File: config.mk
export PLATFORM = sky130hd
export DESIGN_NAME = brick_collision_detector_flat
export DESIGN_NICKNAME = d
export VERILOG_FILES = /design/src/rtl/brick_collision_detector_pkg.sv /design/src/rtl/brick_collision_detector_if.sv /design/src/rtl/brick_collision_detector_frame_overlap_accum.sv /design/src/rtl/brick_collision_detector.sv /design/src/flat_wrapper.sv
export SDC_FILE = /design/constraint.sdc
export NUM_CORES = 1
export LEC_CHECK = 0
export CELL_PAD_IN_SITES_DETAIL_PLACEMENT = 1
export CELL_PAD_IN_SITES_GLOBAL_PLACEMENT = 2
export CORE_ASPECT_RATIO = 2
export CORE_UTILIZATION = 37
export DETAILED_ROUTE_END_ITERATION = 8
export PLACE_DENSITY = 0.81
export SLEW_MARGIN = 40
export SYNTH_ARGS = -nofsm -noshare
export SYNTH_HDL_FRONTEND = slang
export SYNTH_SLANG_ARGS = --single-unit
File: constraint.sdc
create_clock -name clk -period 4.4 [get_ports clk]
set_clock_uncertainty 0.05 [all_clocks]
set_input_delay 0.88 -clock clk [delete_from_list [all_inputs] [get_ports clk]]
set_output_delay 0.88 -clock clk [all_outputs]
set_load 0.05 [all_outputs]
File: src/rtl/brick_collision_detector_pkg.sv
// Shared types for the brick collision detector.
//   edge_code_t  : {Left,Top,Right,Bottom} edge code of one brick pixel
//   EDGE_*       : bit positions inside edge_code_t
//   coll_state_t : frame-tracking FSM state
package collision_pkg;

  typedef logic [3:0] edge_code_t;

  localparam int EDGE_LEFT   = 3;
  localparam int EDGE_TOP    = 2;
  localparam int EDGE_RIGHT  = 1;
  localparam int EDGE_BOTTOM = 0;

  typedef enum logic [0:0] {
    WAIT_SOF = 1'b0,
    COLLECT  = 1'b1
  } coll_state_t;

endpackage

File: src/rtl/brick_collision_detector_if.sv
// Collision report channel from the detector (master) to the game controller (slave).
// Handshake: collisionValid rises with a report and stays high, with
// collisionEdgeCode/collisionPixelCount/collisionOverrun stable, until a cycle in
// which collisionAck=1; it drops on the following edge. Ack with valid=0 is ignored.
//   collisionValid      report pending
//   collisionEdgeCode   OR of all overlap edge codes of the reported frame
//   collisionPixelCount overlap pixels of the reported frame (saturated)
//   collisionOverrun    a pending report was overwritten before it was acked
//   collisionAck        controller consumed the report
interface brick_collision_detector_if #(
  parameter int COUNT_WIDTH = 12
);
  import collision_pkg::*;

  logic                   collisionValid;
  edge_code_t             collisionEdgeCode;
  logic [COUNT_WIDTH-1:0] collisionPixelCount;
  logic                   collisionOverrun;
  logic                   collisionAck;

  modport master (
    output collisionValid,
    output collisionEdgeCode,
    output collisionPixelCount,
    output collisionOverrun,
    input  collisionAck
  );

  modport slave (
    input  collisionValid,
    input  collisionEdgeCode,
    input  collisionPixelCount,
    input  collisionOverrun,
    output collisionAck
  );

endinterface

File: src/rtl/brick_collision_detector_frame_overlap_accum.sv
// Per-frame overlap accumulator.
//   clk, resetN   pixel clock, asynchronous active-low reset
//   clear_i       frame boundary: drop the old frame's totals
//   hit_i         counted overlap pixel this cycle (already qualified by the FSM)
//   code_i        brick edge code, only looked at when hit_i=1
//   acc_edge_o    OR of edge codes seen so far this frame
//   acc_count_o   overlap pixels this frame, saturating at all-ones
//   first_hit_o   one-cycle pulse the cycle after the frame's first overlap
module frame_overlap_accum
  import collision_pkg::*;
#(
  parameter int COUNT_WIDTH = 12
) (
  input  logic                   clk,
  input  logic                   resetN,
  input  logic                   clear_i,
  input  logic                   hit_i,
  input  edge_code_t             code_i,
  output edge_code_t             acc_edge_o,
  output logic [COUNT_WIDTH-1:0] acc_count_o,
  output logic                   first_hit_o
);

  localparam logic [COUNT_WIDTH-1:0] COUNT_ONE = {{(COUNT_WIDTH-1){1'b0}}, 1'b1};

  edge_code_t             edge_q, edge_d;
  logic [COUNT_WIDTH-1:0] count_q, count_d;
  logic                   seen_q, seen_d;
  logic                   first_q, first_d;

  always_comb begin
    edge_d  = edge_q;
    count_d = count_q;
    seen_d  = seen_q;
    first_d = 1'b0;
    if (clear_i) begin
      // An overlap on the boundary cycle already belongs to the new frame, so it
      // seeds the cleared totals. The mux keeps an undriven code out when hit_i=0.
      edge_d  = hit_i ? code_i : '0;
      count_d = hit_i ? COUNT_ONE : '0;
      seen_d  = hit_i;
      first_d = hit_i;
    end else if (hit_i) begin
      edge_d  = edge_q | code_i;
      count_d = (count_q == '1) ? count_q : count_q + COUNT_ONE;
      seen_d  = 1'b1;
      first_d = ~seen_q;
    end
  end

  always_ff @(posedge clk or negedge resetN) begin
    if (!resetN) begin
      edge_q  <= '0;
      count_q <= '0;
      seen_q  <= 1'b0;
      first_q <= 1'b0;
    end else begin
      edge_q  <= edge_d;
      count_q <= count_d;
      seen_q  <= seen_d;
      first_q <= first_d;
    end
  end

  assign acc_edge_o  = edge_q;
  assign acc_count_o = count_q;
  assign first_hit_o = first_q;

endmodule

File: src/rtl/brick_collision_detector.sv
// Brick collision detector: watches the player and brick drawing requests, counts
// overlapping pixels and the brick edges they touched over a frame, and on each
// startOfFrame publishes the previous frame's report on the report channel if it
// had at least MIN_OVERLAP_PIXELS overlaps.
//   clk, resetN                pixel clock, asynchronous active-low reset
//   startOfFrame               one-cycle frame-start pulse
//   playerDrawingRequest       player pixel opaque
//   brickDrawingRequest        brick pixel opaque (aligned with brickHitEdgeCode)
//   brickHitEdgeCode           edge code of the current brick pixel
//   firstHitPulse              one-cycle pulse after the first overlap of a frame
//   dbgState                   current FSM state
//   report                     collision report channel (master side)
module brick_collision_detector
  import collision_pkg::*;
#(
  parameter int MIN_OVERLAP_PIXELS = 4,
  parameter int COUNT_WIDTH        = 12
) (
  input  logic        clk,
  input  logic        resetN,
  input  logic        startOfFrame,
  input  logic        playerDrawingRequest,
  input  logic        brickDrawingRequest,
  input  edge_code_t  brickHitEdgeCode,
  output logic        firstHitPulse,
  output coll_state_t dbgState,
  brick_collision_detector_if.master report
);

  coll_state_t            state_q, state_d;
  logic                   valid_q, valid_d;
  edge_code_t             edge_q, edge_d;
  logic [COUNT_WIDTH-1:0] count_q, count_d;
  logic                   overrun_q, overrun_d;

  logic                   overlap;
  logic                   hit;
  logic                   publish;
  logic                   consume;
  edge_code_t             acc_edge;
  logic [COUNT_WIDTH-1:0] acc_count;
  logic                   first_hit;

  assign overlap = playerDrawingRequest & brickDrawingRequest;
  // Overlaps count while collecting, and also on the startOfFrame cycle that opens
  // a frame (including the very first one after WAIT_SOF).
  assign hit     = overlap & ((state_q == COLLECT) | startOfFrame);
  assign publish = startOfFrame & (state_q == COLLECT) &
                   (int'(acc_count) >= MIN_OVERLAP_PIXELS);
  assign consume = report.collisionAck & valid_q;

  frame_overlap_accum #(
    .COUNT_WIDTH (COUNT_WIDTH)
  ) u_accum (
    .clk         (clk),
    .resetN      (resetN),
    .clear_i     (startOfFrame),
    .hit_i       (hit),
    .code_i      (brickHitEdgeCode),
    .acc_edge_o  (acc_edge),
    .acc_count_o (acc_count),
    .first_hit_o (first_hit)
  );

  always_comb begin
    state_d = state_q;
    if (startOfFrame) begin
      state_d = COLLECT;
    end
  end

  always_comb begin
    valid_d   = valid_q;
    edge_d    = edge_q;
    count_d   = count_q;
    overrun_d = overrun_q;
    if (publish) begin
      // A publish beats a same-cycle ack; overrun only when an unacked report is lost.
      valid_d   = 1'b1;
      edge_d    = acc_edge;
      count_d   = acc_count;
      overrun_d = valid_q & ~report.collisionAck;
    end else if (consume) begin
      valid_d   = 1'b0;
      overrun_d = 1'b0;
    end
  end

  always_ff @(posedge clk or negedge resetN) begin
    if (!resetN) begin
      state_q   <= WAIT_SOF;
      valid_q   <= 1'b0;
      edge_q    <= '0;
      count_q   <= '0;
      overrun_q <= 1'b0;
    end else begin
      state_q   <= state_d;
      valid_q   <= valid_d;
      edge_q    <= edge_d;
      count_q   <= count_d;
      overrun_q <= overrun_d;
    end
  end

  assign report.collisionValid      = valid_q;
  assign report.collisionEdgeCode   = edge_q;
  assign report.collisionPixelCount = count_q;
  assign report.collisionOverrun    = overrun_q;
  assign firstHitPulse              = first_hit;
  assign dbgState                   = state_q;

endmodule

File: src/flat_wrapper.sv
// flat-port wrapper written by rule: the top's interface ports become plain ports
module brick_collision_detector_flat import collision_pkg::*;
#(
  parameter int MIN_OVERLAP_PIXELS = 4,
  parameter int COUNT_WIDTH        = 12
)
  (clk, resetN, startOfFrame, playerDrawingRequest, brickDrawingRequest, brickHitEdgeCode, firstHitPulse, dbgState, report_collisionValid, report_collisionEdgeCode, report_collisionPixelCount, report_collisionOverrun, report_collisionAck);
  brick_collision_detector_if #(.COUNT_WIDTH(COUNT_WIDTH)) report_i ();
  input  logic clk;
  input  logic resetN;
  input  logic startOfFrame;
  input  logic playerDrawingRequest;
  input  logic brickDrawingRequest;
  input  edge_code_t brickHitEdgeCode;
  output logic firstHitPulse;
  output coll_state_t dbgState;
  output wire logic [$bits(report_i.collisionValid)-1:0] report_collisionValid;
  output wire logic [$bits(report_i.collisionEdgeCode)-1:0] report_collisionEdgeCode;
  output wire logic [$bits(report_i.collisionPixelCount)-1:0] report_collisionPixelCount;
  output wire logic [$bits(report_i.collisionOverrun)-1:0] report_collisionOverrun;
  input wire logic [$bits(report_i.collisionAck)-1:0] report_collisionAck;
  assign report_collisionValid = report_i.collisionValid;
  assign report_collisionEdgeCode = report_i.collisionEdgeCode;
  assign report_collisionPixelCount = report_i.collisionPixelCount;
  assign report_collisionOverrun = report_i.collisionOverrun;
  assign report_i.collisionAck = report_collisionAck;
  brick_collision_detector #(.MIN_OVERLAP_PIXELS(MIN_OVERLAP_PIXELS), .COUNT_WIDTH(COUNT_WIDTH)) u_core (.clk(clk), .resetN(resetN), .startOfFrame(startOfFrame), .playerDrawingRequest(playerDrawingRequest), .brickDrawingRequest(brickDrawingRequest), .brickHitEdgeCode(brickHitEdgeCode), .firstHitPulse(firstHitPulse), .dbgState(dbgState), .report(report_i));
endmodule
**Word level (Yosys, flattened, before mapping)**

Cells that the tools add are included.

- Output and inout bits: 20
- Logic and storage cells: 40
- Register bits after elaboration: 37
- Bits of input ports: 10

- Equality and inequality tests: 2
- Bitwise logic cells: 10
- Magnitude comparators: 1
- $add $sub $neg: 1
- Muxes and demuxes: 14
- Reduce and logical (&&, ||, !) cells: 3

Operator list:

| cell | count |
|---|---|
| 2-to-1 mux 12 bit | 3 |
| adder 12 x 1 -> 12 bit (second input constant) | 1 |
| equality test 12 bit (second input constant) | 1 |
| greater-or-equal comparator 12 x 3 -> 1 bit (second input constant) | 1 |
| 2-to-1 mux 4 bit | 3 |
| 2-to-1 mux 1 bit | 8 |
| AND 1 bit | 6 |
| OR 4 bit | 1 |
| nonzero test 2 bit | 2 |
| != test 2 bit (second input constant) | 1 |
| NOT 1 bit | 2 |
| AND reduction 2 bit | 1 |
| OR 1 bit | 1 |

**Depth between registers and ports, before layout**

Gate-level depths: netlist of run 1.

- Depth in word-level cells: 4
- Mapped depth: 6
- Gate-level depth less buffers: 5

**By module**

A second synthesis of run 1 with hierarchy kept.

- Cell total of the unflattened synthesis: 135
- Area total of the unflattened synthesis: 1661.6 um^2

By module, submodules not included:

| module | area each (um^2) | sequential area each (um^2) | instances | cells each |
|---|---|---|---|---|
| frame_overlap_accum | 892.1 | 450.4 | 1 | 83 |
| brick_collision_detector | 769.5 | 475.5 | 1 | 52 |

**Worst setup path after synthesis of run 1**

Ideal clock, no wire load.

- Kind: input -> register
- Start point: input port startOfFrame
- End point: register u_core.u_accum.count_q[9] (netlist: u_core.u_accum.acc_count_o[9])
- Setup slack: 2408 ps
- Data required time: 4272 ps
- Path buffers: 0
- Arrival: 1864 ps
- Stages on the path: 4
- Path through: o211a_4 nand4_4 or4_1 a21oi_1

- Cells in the longest elaborated chain, start to end: 4
- Elaborated cells between the ends (all ways): 6
- Those cells by class: eq/ne (1); mux (1); bitwise (2); reduce/logical (2)

Ends and longest elaborated chain:

| element | line | source |
|---|---|---|
| start: declaration | flat_wrapper.sv:11 | `input logic startOfFrame;` |
| OR 1 bit | brick_collision_detector.sv:47 | `assign hit = overlap & ((state_q == COLLECT) \| startOfFrame);` |
| AND 1 bit | brick_collision_detector.sv:47 |  |
| nonzero test 2 bit (no source line) | n/a |  |
| AND reduction 2 bit (no source line) | n/a |  |
| end signal: assignment | brick_collision_detector_frame_overlap_accum.sv:59 | `count_q <= count_d;` |
| end: declaration | brick_collision_detector_frame_overlap_accum.sv:27 | `logic [COUNT_WIDTH-1:0] count_q, count_d;` |

Parallel ways exist; a longest one is shown, timed or not.
A chain may end at the register's enable or synchronous reset.

**Worst setup path after layout of run 1**

- Start point: input port startOfFrame
- End point: register u_core.count_q[4] (netlist: u_core.report.collisionPixelCount[4])

- Cells in the longest elaborated chain, start to end: 2

Ends and longest elaborated chain:

| element | line | source |
|---|---|---|
| AND 1 bit (2 in series) | brick_collision_detector.sv:48 | `assign publish = startOfFrame & (state_q == COLLECT) &` |
| end signal: assignment | brick_collision_detector.sv:100 | `count_q <= count_d;` |
| end: declaration | brick_collision_detector.sv:33 | `logic [COUNT_WIDTH-1:0] count_q, count_d;` |

Every way passes these cells.

==> flow_summary.yaml, run 1 <==
grt:
  grt_usage: 0.191
  overflow: 0
  grt_max_degree: 38
  grt_util_met2: 0.323
  busiest_layer: "met2"
  grt_pass1_wl_um: 6860
  grtUsageMet1: 0.217
  grt_pass1_vias: 1327
  grt_antenna_before_repair: 0
  grtUsageMet3: 0.0313
job:
  drv_cap: 0
clock_network:
  clk_latency_ns: 0.29
  cts_setup_buffers: 0
  numCtsBuffers: 5
  cts.repair.resized: 0
  htreeDepth: 2
  clock_path_buffers: 2
  path_clk_slew_ns: 0.07
  hold_buffers: 0
  clock_sinks: 37
  cts_tree: "built"
  root_buffer: "clkbuf_8"
synth:
  ys_warn_count: 0
  synth_simple_gate_area_frac: 0.122
  syn_inst: 130
  synth_top_area_share: 0.548
  yosys-top-cells-area: "dfrtp_1, mux2_2, mux2_4, a21oi_1, a22o_1"
  syn_area_mm2: 0.00169
  synth_async_sr_flop_share: 1.00
  synth_area_leader_cell: "dfrtp_1"
  yosysSeqAreaShare: 0.548
  synth.area.mux_share: 0.132
  synthAdderAreaFrac: 0.0148
  ys_ff_latch: 37
  avgSynthCellArea_um2: 13.0
  synthesis.nets: 142
  synth_edf_count: 0
  synthFlopType: "dfrtp_1"
  synth_top_family_by_area: "compound AO/OA/AOI/OAI gates"
  yosysUniqueCellTypes: 46
  synthXorXnorAreaFrac: 0.00518
  synth-compound-area-share: 0.152
finish:
  drive_gt1_frac: 0.184
  diodes: 0
  area_growth_pct: 25.2
  final_cell_mix: "dfrtp_1, clkdlybuf4s50_1, a21oi_1, mux2_2"
  postLayoutCoreUtil: 0.483
  layout.nets: 175
  postLayoutCellArea_mm2: 0.00212
  final_common_cell: "dfrtp_1"
  fillerInstances: 476
floorplan:
  die_h_um: 97.6
  ios: 30
  dieArea_mm2: 0.00486
  core_area_mm2: 0.00438
  die_width_um: 49.8
  rows: 34
  initial_core_util: 0.386
detailed_routing:
  vias_per_cell: 5.64
  first_pass_iters: 4
  routed-via-count: 1224
  wl_per_cell_um: 18.1
  ant_nets: 0
  drt_iter0_drc: 11
  wl_um: 3920
  drc: 0
worst_setup_path:
  cp_cell_sequence: "clkdlybuf4s50_1, nand2_1, a31oi_4, mux2_2"
  startpoint_type: "input pin"
  crit_start: "startOfFrame"
  critPathKind: "input pin to register"
  cp-end-kind: "register"
  worstPathArrival_ns: 2.98
  required_ns: 4.53
  max_stage_delay_ns: 0.86
  path_max_fanout: 18
  slowest_stage: "clkdlybuf4s50_1"
  r2r_start: "u_core.u_accum.acc_count_o[0]"
sta:
  fmax_mhz: 350
  slew_headroom: 0.511
  hold_slack_ns: 0.405
  fin_crit_sh: 0.649
  rsz0062_at_grt: "false"
  worst_pin_slew_ns: 0.733
  min_period_ns: 2.85
  fin_setup_tns_ns: 0
  hold_viol_final: 0
  finalSetupViolations: 0
  drv_slew: 0
power_and_ir_drop:
  internal-power_uw: 505
  irDropWorstVdd_mv: 0.186
  switching_power_uw: 166
  power_leakage_uw: 0.000915
  p_clk_frac: 0.356
  seqPwrFrac: 0.535
  switching_share: 0.248
  pwr-share-comb: 0.108
  power_density_mw_per_mm2: 317
outcome:
  status: "finished clean"
place:
  dp_hpwl_um: 2720
  portBuffers: 29
  gp_congestion: 0.694
  place_area_mm2: 0.00203
hold_path:
  hp-start: "u_core.u_accum.seen_q"
  hold_path.class: "register to register"
## layout make-up
type | instances | area (µm²) | area share
Tap cell | 54 | 67.6 | 0.0319
Multi-Input combinational cell | 84 | 721 | 0.340
Inverter | 5 | 18.8 | 0.00887
Timing Repair Buffer | 30 | 298 | 0.141
Sequential cell | 37 | 926 | 0.437
Clock buffer | 7 | 86.3 | 0.0408
## stage by stage
stage / total power (µW) / setup WS [ns] / instances
6_report: 671 / 1.55 / 217
5_1_grt: 702 / 1.38 / 217
4_1_cts: 684 / 1.50 / 217
3_5_place_dp: 440 / 1.20 / 210
3_3_place_gp: 437 / 1.26 / 210
2_1_floorplan: 404 / 2.41 / 130
## layer usage
metal  share of wire  routed length, µm  vias up
met5               0                  0        -
met4           0.025                 98        0
met3           0.027                105        8
met2            0.55               2140       29
met1            0.40               1580      635
li1                -                  -      552
## cells in the mapped netlist, drive strengths merged (3+ instances only)
master and n:
nand4 4, dfrtp 37, a22o 4, or3 3, o21ai 3, nand2 5
nor2 4, mux2 16, or4 3, a21oi 8, nand3 4, nor4 3
o31ai 4, inv 4
## sequential cells by signal (all words and copies together) (netlist names)
name,flops
u_core.report.collisionOverrun,1
u_core.u_accum.seen_q,1
u_core.report.collisionEdgeCode,4
u_core.dbgState,1
u_core.u_accum.acc_count_o,12
u_core.u_accum.acc_edge_o,4
u_core.report.collisionPixelCount,12
u_core.u_accum.first_hit_o,1
u_core.report.collisionValid,1
## cells by family (layout without fill, tap and decap cells)
group           count (synthesis)  in the layout
simple gates                   31             31
fa+ha+maj                       2              2
compound gates                 32             32
xor+xnor                        1              1
buf+inv                         9             42
flops                          37             37
mux                            18             18
## power by group through the flow
stage	logic [µW]	clock network (µW)	registers [µW]
after floorplan	21.6	0	383
after global placement	71.9	0	365
after detailed placement	74.2	0	366
after CTS	74.5	250	359
after global routing	78.4	263	361
final	72.8	239	359
## worst max-delay path, delay by kind of cell
| kind | cells | cell delay, ns |
|---|---|---|
| buf+inv | 1 | 0.86 |
| compound gates | 1 | 0.64 |
| mux | 1 | 0.42 |
| simple gates | 1 | 0.18 |
## path summary, 6_finish.rpt
check | endpoint | slack, ns | cells after the start
worst max-delay path | u_core.report.collisionPixelCount[4] | 1.55 | 4
min in group asynchronous | u_core.report.collisionEdgeCode[1] | 0.96 | 2
max in group asynchronous | u_core.u_accum.acc_count_o[4] | 3.01 | 2
worst max register to register | u_core.u_accum.acc_count_o[1] | 2.41 | 5
worst min register to register | u_core.u_accum.first_hit_o | 0.40 | 1
worst min-delay path | u_core.u_accum.first_hit_o | 0.40 | 1
Power figures use the tool's default switching activity.
==> inputs of run 2 (changes only) <==
--- a/config.mk
+++ b/config.mk
@@ -8,9 +8,9 @@
 export CELL_PAD_IN_SITES_DETAIL_PLACEMENT = 1
 export CELL_PAD_IN_SITES_GLOBAL_PLACEMENT = 2
 export CORE_ASPECT_RATIO = 2
-export CORE_UTILIZATION = 37
+export CORE_UTILIZATION = 31
 export DETAILED_ROUTE_END_ITERATION = 8
-export PLACE_DENSITY = 0.81
+export PLACE_DENSITY = 0.73
 export SLEW_MARGIN = 40
 export SYNTH_ARGS = -nofsm -noshare
 export SYNTH_HDL_FRONTEND = slang
==> constraint.sdc (replaced) <==
create_clock -name clk -period 2.5 [get_ports clk]
set_clock_uncertainty 0.05 [all_clocks]
set_input_delay 0.5 -clock clk [delete_from_list [all_inputs] [get_ports clk]]
set_output_delay 0.5 -clock clk [all_outputs]
set_load 0.05 [all_outputs]
==> flow_summary.yaml, run 2 (synthesis gave the netlist of run 1 again) <==
outcome:
  status: "finished clean"
finish:
  final_common_cell: "dfrtp_1"
  diodes: 0
  fillerInstances: 599
  postLayoutCoreUtil: 0.413
  layout.nets: 178
  final_cell_mix: "dfrtp_1, clkdlybuf4s50_1, a21oi_1, mux2_2, mux2_4"
  drive_gt1_frac: 0.204
  area_growth_pct: 26.6
clock_network:
  cts_setup_buffers: 0
  path_clk_slew_ns: 0.07
  clock_path_buffers: 2
  cts_tree: "built"
  clock_sinks: 37
  hold_buffers: 0
  cts.repair.resized: 0
  numCtsBuffers: 5
  root_buffer: "clkbuf_8"
  htreeDepth: 2
  clk_latency_ns: 0.28
floorplan:
  die_width_um: 54.2
  initial_core_util: 0.326
  dieArea_mm2: 0.00577
  rows: 37
  ios: 30
  die_h_um: 106
  core_area_mm2: 0.00518
detailed_routing:
  ant_nets: 0
  wl_per_cell_um: 18.2
  routed-via-count: 1209
  vias_per_cell: 5.37
  wl_um: 4090
  drt_iter0_drc: 11
  drc: 0
  first_pass_iters: 3
worst_setup_path:
  worst_path_dominant_cell_family: "buffers and inverters"
  path_max_fanout: 5
  crit_buf_inv: 1
  reg2reg_to: "u_core.u_accum.acc_count_o[0]"
  critical_path_depth: 1
  r2r_start: "u_core.u_accum.acc_count_o[0]"
  worstSetupEndpoint: "dbgState"
  cp-end-kind: "primary output"
  critPathKind: "register to primary output"
  slowest_stage: "clkdlybuf4s50_1"
  max_stage_delay_ns: 0.83
  reg2regPathDepth: 5
  cp_cell_sequence: "clkdlybuf4s50_1"
  worstPathArrival_ns: 1.55
  r2r_slack_ns: 0.47
  crit_start: "u_core.dbgState"
  startpoint_type: "register"
  required_ns: 1.95
place:
  portBuffers: 29
  dp_hpwl_um: 3000
  gp_congestion: 0.739
power_and_ir_drop:
  power_leakage_uw: 0.000931
  power_density_mw_per_mm2: 543
  irDropWorstVdd_mv: 0.307
sta:
  slew_headroom: 0.660
  min_period_ns: 2.10
  finalSetupViolations: 0
  rsz0062_at_grt: "false"
  hold_viol_final: 0
  fin_crit_sh: 0.841
  worst_pin_slew_ns: 0.508
  fmax_mhz: 476
  drv_slew: 0
  fin_setup_tns_ns: 0
job:
  drv_cap: 0
grt:
  grt_usage: 0.163
  grt_antenna_before_repair: 0
  grt_pass1_vias: 1353
  grt_max_degree: 38
  grt_pass1_wl_um: 6770
  overflow: 0
hold_path:
  hold_path.class: "register to register"
## run 2: cell types whose count changed in the layout (fill, tap and decap cells not counted)
cell / previous run / this run
clkinv_2: 0 / 2
clkbuf_8: 6 / 5
buf_4: 1 / 4
## run 2: routing by layer
metal | global-route usage | vias to the layer above | part of all wire
met4 | 0.0751 | 0 | 0.023
met1 | 0.184 | 609 | 0.39
met3 | 0.0300 | 8 | 0.034
met2 | 0.279 | 34 | 0.55
li1 | - | 558 | -
met5 | 0 | - | 0
## run 2: power breakdown
group | leakage [µW] | internal, µW | switching (µW)
logic | 0.000384 | 52.5 | 76.7
registers | 0.000503 | 618 | 15.7
clock network | 0.0000450 | 193 | 206
## run 2: how the worst min path moves through the flow
stage | start | end | slack, ns | cells after the start
3_5_place_dp | u_core.u_accum.seen_q | u_core.u_accum.first_hit_o | 0.42 | 1
4_1_cts | u_core.u_accum.seen_q | u_core.u_accum.first_hit_o | 0.43 | 1
5_1_grt | u_core.u_accum.seen_q | u_core.u_accum.first_hit_o | 0.45 | 1
6_report | u_core.u_accum.seen_q | u_core.u_accum.first_hit_o | 0.43 | 1
2_1_floorplan | resetN | u_core.dbgState | 0.15 | 0
3_3_place_gp | u_core.u_accum.seen_q | u_core.u_accum.first_hit_o | 0.42 | 1
## run 2: cell type report
cell class | count | area [µm²] | area share
sequential | 37 | 926 | 0.432
multi-input combinational | 84 | 721 | 0.337
timing repair buffer | 33 | 320 | 0.150
clock buffer | 6 | 72.6 | 0.0339
tap | 58 | 72.6 | 0.0339
inverter | 5 | 18.8 | 0.00877
clock inverter | 2 | 10.0 | 0.00468
## run 2: stage by stage
step | cell area, µm² | instances | power, µW | setup WS (ns) | hold slack, ns
3_5_place_dp | 2060 | 217 | 777 | 0.177 | 0.424
4_1_cts | 2140 | 225 | 1180 | 0.389 | 0.434
6_report | 2140 | 225 | 1160 | 0.397 | 0.427
5_1_grt | 2140 | 225 | 1210 | 0.323 | 0.453
2_1_floorplan | 1690 | 130 | 712 | 0.654 | 0.154
3_3_place_gp | 2060 | 217 | 772 | 0.232 | 0.420
==> edit 1: new RTL, settings of run 2 <==
Register the output `dbgState` once more, without a reset; this adds one clock of latency there. The other outputs are not delayed to match.
--- a/src/rtl/brick_collision_detector.sv
+++ b/src/rtl/brick_collision_detector.sv
@@ -107,7 +107,9 @@
   assign report.collisionPixelCount = count_q;
   assign report.collisionOverrun    = overrun_q;
   assign firstHitPulse              = first_hit;
-  assign dbgState                   = state_q;
+  always_ff @(posedge clk) begin
+    dbgState <= state_q;
+  end
 
 endmodule
 
Behaviour: not the same (a bounded check fails within 4 cycles, from zero or initial values and one cycle with resetN low).
==> edit 1 against run 2 <==
- setup slack better by 0.048 ns
- sequential cell count up 1
- cell area up 1.7%
- area after synthesis up 1.2%
- critical path type unchanged
- routed wire length about the same
- global-route usage up 0.48 points
- sequential power up 2%
- largest cell class unchanged
- hold slack worse by 0.016 ns
- power up 4.8%
==> edit 1: results (changes against run 2) <==
metric,value,unit,change
via count of the first global-routing pass,1379,,+1.9%
Max IR drop VDD,0.0003824,V,+25%
Post-Route WL,4090,µm,about the same
async set-or-reset flop fraction in the synthesized netlist,97.37,%,-2.6 points
Worst R2R Setup Slack,0.52,ns,+0.05 ns
Leakage,0.9477,nW,+1.7%
ratio of cells with drive above 1 in the final layout,20.71,%,+0.35 points
adder-cell share of the synthesized area,1.463,%,-0.017 points
Slew @ Worst Pin,0.6189,ns,+0.1108 ns
M1 wire length,1642,µm,+2.5%
fill cell total of the finished layout,568,,-5.2%
GRT Overall Usage,16.78,%,+0.48 points
Routability Congestion,0.7335,,-0.73%
DR vias,1231,,+1.8%
data arrival time at the worst-slack endpoint,1.51,ns,-0.04 ns
DR iter-0 viols,13,,+2
global-route wire length before repair,6920,µm,+2.2%
share of the synthesized area in compound gates (AO/OA/AOI/OAI),15.07,%,-0.18 points
detailed-routed wire length on met3,161,µm,+14%
global-route met1 utilization,18.92,%,+0.54 points
DP Area,2086,µm²,+1.3%
sequential element share of the synthesized area,55.30,%,+0.53 points
outcome,"complete, no violations",,
global routing usage on met3,4.113,%,+1.1 points
DP Cell Count,219,,+0.92%
met2 routing resource usage after global routing,27.53,%,-0.35 points
post-synthesis mux area share,13.02,%,-0.15 points
number of nets produced by synthesis,143,,+0.70%
Synth area leaders,"dfrtp_1 54%, mux2_2 5.3%, mux2_4 5.3%",,
average footprint of a synthesized cell,13.06,µm²,+0.41%
"worst slack, placed",0.1497,ns,-0.02721 ns
final hold slack,0.4103,ns,-0.01622 ns
## edit 1: cell count changes after synthesis
cell,before,now
dfxtp_1,0,1
## edit 1: cells by family (layout without fill, tap and decap cells)
logic type / Yosys count / after routing
AOI/OAI and AO/OA: 32 / 32
xor gates and xnor gates: 1 / 1
adders and majority gates: 2 / 2
buffers and inverters: 9 / 47
DFF: 38 / 38
muxes: 18 / 18
and+or+nand+nor: 31 / 31
## edit 1: worst max path at each step
stage                                               from                                              to  slack (ns)  cells after the start
3_3_place_gp                                startOfFrame       u_core.u_accum.acc_count_o[7]$_DFFE_PN0P_        0.23                      5
4_1_cts         u_core.report.collisionValid$_DFFE_PN0P_                           report_collisionValid        0.43                      1
3_5_place_dp                                startOfFrame       u_core.u_accum.acc_count_o[7]$_DFFE_PN0P_        0.15                      5
6_report        u_core.report.collisionValid$_DFFE_PN0P_                           report_collisionValid        0.44                      1
2_1_floorplan  u_core.u_accum.acc_count_o[2]$_DFFE_PN0P_  u_core.report.collisionEdgeCode[3]$_DFFE_PN0P_        0.79                      5
5_1_grt        u_core.u_accum.acc_count_o[0]$_DFFE_PN0P_       u_core.u_accum.acc_count_o[0]$_DFFE_PN0P_        0.37                      5
## edit 1: where the power goes
| part | internal (mW) | total [mW] | switching, mW |
|---|---|---|---|
| clock | 0.222 | 0.439 | 0.216 |
| combinational | 0.0535 | 0.131 | 0.0775 |
| sequential | 0.633 | 0.648 | 0.0146 |
| total | 0.909 | 1.22 | 0.308 |
## edit 1: cell type report
cell class	instances	area (µm²)	share of cell area, %
flip-flops and latches	38	945.9	43.45
inverters	5	18.77	0.8621
multi-input cells	84	720.7	33.10
well taps	58	72.57	3.333
clock inverters	1	5.005	0.2299
repair buffers	34	327.8	15.06
clock buffers	7	86.33	3.966
==> edit 2: new RTL, config.mk and constraints of run 2 <==
Made on the original files. `COUNT_WIDTH` is set to 12 in 4 places; all go to 18.
--- a/src/rtl/brick_collision_detector_if.sv
+++ b/src/rtl/brick_collision_detector_if.sv
@@ -8,7 +8,7 @@
 //   collisionOverrun    a pending report was overwritten before it was acked
 //   collisionAck        controller consumed the report
 interface brick_collision_detector_if #(
-  parameter int COUNT_WIDTH = 12
+  parameter int COUNT_WIDTH = 18
 );
   import collision_pkg::*;
 
--- a/src/rtl/brick_collision_detector_frame_overlap_accum.sv
+++ b/src/rtl/brick_collision_detector_frame_overlap_accum.sv
@@ -9,7 +9,7 @@
 module frame_overlap_accum
   import collision_pkg::*;
 #(
-  parameter int COUNT_WIDTH = 12
+  parameter int COUNT_WIDTH = 18
 ) (
   input  logic                   clk,
   input  logic                   resetN,
--- a/src/rtl/brick_collision_detector.sv
+++ b/src/rtl/brick_collision_detector.sv
@@ -14,7 +14,7 @@
   import collision_pkg::*;
 #(
   parameter int MIN_OVERLAP_PIXELS = 4,
-  parameter int COUNT_WIDTH        = 12
+  parameter int COUNT_WIDTH        = 18
 ) (
   input  logic        clk,
   input  logic        resetN,
--- a/src/flat_wrapper.sv
+++ b/src/flat_wrapper.sv
@@ -2,7 +2,7 @@
 module brick_collision_detector_flat import collision_pkg::*;
 #(
   parameter int MIN_OVERLAP_PIXELS = 4,
-  parameter int COUNT_WIDTH        = 12
+  parameter int COUNT_WIDTH        = 18
 )
   (clk, resetN, startOfFrame, playerDrawingRequest, brickDrawingRequest, brickHitEdgeCode, firstHitPulse, dbgState, report_collisionValid, report_collisionEdgeCode, report_collisionPixelCount, report_collisionOverrun, report_collisionAck);
   brick_collision_detector_if #(.COUNT_WIDTH(COUNT_WIDTH)) report_i ();
Interface: changed (resized report_collisionPixelCount); port bits go from 30 to 36. No check against the original RTL was run, so the function may have changed too.
==> edit 2 against run 2 <==
- synthesized cell count increased by 58%
- power increased by 47%
- routed wire length increased by 46%
- clock power increased by 67%
- setup slack improved by 0.0085 ns
- area after synthesis increased by 44%
- sequential cell count increased by 12
- cell area increased by 42%
- combinational power increased by 60%
- critical path type unchanged
- highest routed layer unchanged
==> edit 2: results (changes against run 2) <==
metric,value,unit,change
internal power component,1.270,mW,+47%
DR iter-0 viols,40,,+29
worst hold path class,in -> async,,
family with the most delay on the worst path,buffers and inverters,,
global-route wire length before repair,10030,µm,+48%
async set-or-reset flop fraction in the synthesized netlist,100.0,%,unchanged
antenna violations before repair,0,,unchanged
number of nets produced by synthesis,218,,+54%
latest clock arrival within the worst-skew pair,0.29,ns,
largest net degree at the start of global routing,28,,-26%
via count of the first global-routing pass,1909,,+41%
Synth area leaders,"dfrtp_1 50%, mux2_2 10%, mux2_1 3.2%",,
peak per-stage delay on the critical path,0.83,ns,about the same
DP Area,2903,µm²,+41%
outcome,"complete, no violations",,
adder-cell share of the synthesized area,1.029,%,-0.45 points
DR vias,1808,,+50%
yosys warns,0,,unchanged
Routability Congestion,0.8433,,+14%
crit path max-delay cell type,clkdlybuf4s50_1,,
post-synthesis mux area share,15.07,%,+1.9 points
Rel. slew slack,57.68,%,-8.3 points
post-layout net count,257,,+44%
H-Tree Depth,2,,unchanged
ant diodes,0,,unchanged
final routed wire length divided by cell count,17.51,µm,-3.7%
ratio of cells with drive above 1 in the final layout,21.54,%,+1.2 points
CTS resizes,0,,unchanged
count of port buffers added during placement,35,,+21%
DRT Pass-1 Iters,3,,unchanged
maximum clock insertion buffer count,2,,unchanged
Max IR drop VDD,0.0004076,V,+33%
GRT Overall Usage,16.18,%,-0.12 points
post-synthesis xor/xnor area fraction,0.3601,%,-0.16 points
share of the synthesized area in compound gates (AO/OA/AOI/OAI),14.04,%,-1.2 points
Yosys top cell by area,dfrtp_1,,
sequential element share of the synthesized area,50.41,%,-4.4 points
number of distinct library cell variants in the gate-level netlist after synthesis,46,,unchanged
data arrival time at the worst-slack endpoint,1.54,ns,
Leakage,1.344,nW,+44%
half-perimeter wire length of the detailed placement result,4465,µm,+49%
"Reg clk slew, reported paths",0.06,ns,
crit-path max FO,5,,unchanged
list of most frequent post-synthesis cells,"49 x dfrtp_1, 22 x mux2_2, 10 x a21oi_1, 10 x nand3_1",,
Post CTS Setup Buffer Count,0,,unchanged
TritonCTS buffer count,5,,unchanged
Clock Root Buffer,clkbuf_16,,
-- edit 2: area by class of cell --
cell class              count  area [µm²]
fillers                   844        4554
flip-flops and latches     49        1226
multi-input cells         137        1100
repair buffers             45       432.9
clock buffers               6       128.9
well taps                  94       117.6
inverters                   7       26.28
clock inverters             2       15.01
-- edit 2: worst register-to-register path, delay by kind of cell, from the launching register on --
kind	cells	cell delay, ns
adders and majority gates	1	0.35
DFF	1	0.41
and+or+nand+nor	2	0.76
AOI/OAI and AO/OA	2	0.37
-- edit 2: power groups by stage --
stage,Sequential (mW),Clock [mW],Combinational [mW]
global placement,0.853,0,0.208
floorplan,0.916,0,0.0522
finish,0.838,0.666,0.207
CTS,0.839,0.693,0.211
detailed placement,0.854,0,0.209
global route,0.841,0.724,0.223
-- edit 2: path summary, 6_finish.rpt --
kind,start,end,slack [ns],cells after the start
worst max-delay path,u_core.dbgState$_DFFE_PN0P_,dbgState,0.41,1
min in group clk,u_core.u_accum.seen_q$_DFFE_PN0P_,u_core.u_accum.first_hit_o$_DFF_PN0_,0.41,1
worst max register to register,u_core.u_accum.acc_count_o[0]$_DFFE_PN0P_,u_core.u_accum.acc_count_o[12]$_DFFE_PN0P_,0.46,5
worst min register to register,u_core.u_accum.seen_q$_DFFE_PN0P_,u_core.u_accum.first_hit_o$_DFF_PN0_,0.41,1
max in group asynchronous,resetN,u_core.u_accum.seen_q$_DFFE_PN0P_,1.67,2
worst min-delay path,resetN,u_core.report.collisionPixelCount[5]$_DFFE_PN0P_,0.18,1
-- edit 2: cells by family (layout without fill, tap and decap cells) --
| family | Yosys count | in the layout |
|---|---|---|
| buffers and inverters | 20 | 60 |
| AOI/OAI and AO/OA | 40 | 40 |
| adders and majority gates | 2 | 2 |
| and+or+nand+nor | 62 | 62 |
| muxes | 32 | 32 |
| xor gates and xnor gates | 1 | 1 |
| DFF | 49 | 49 |
-- edit 2: through the flow --
step	hold WS, ns	util, %	std cells	worst slack, ns
2_1_floorplan	0.1544	-	206	0.5582
3_3_place_gp	0.3886	38.19	332	0.1337
3_5_place_dp	0.4068	38.19	332	0.09620
4_1_cts	0.1933	40.08	340	0.3755
5_1_grt	0.2358	40.08	340	0.2885
6_report	0.1756	40.08	340	0.4056
-- edit 2: per-layer routing --
metal / vias up / wire, µm / GRT usage (%)
met5: - / 0 / 0
met4: 0 / 178 / 8.758
met3: 9 / 104 / 2.411
met2: 23 / 3379 / 29.35
met1: 934 / 2292 / 17.48
li1: 842 / - / -
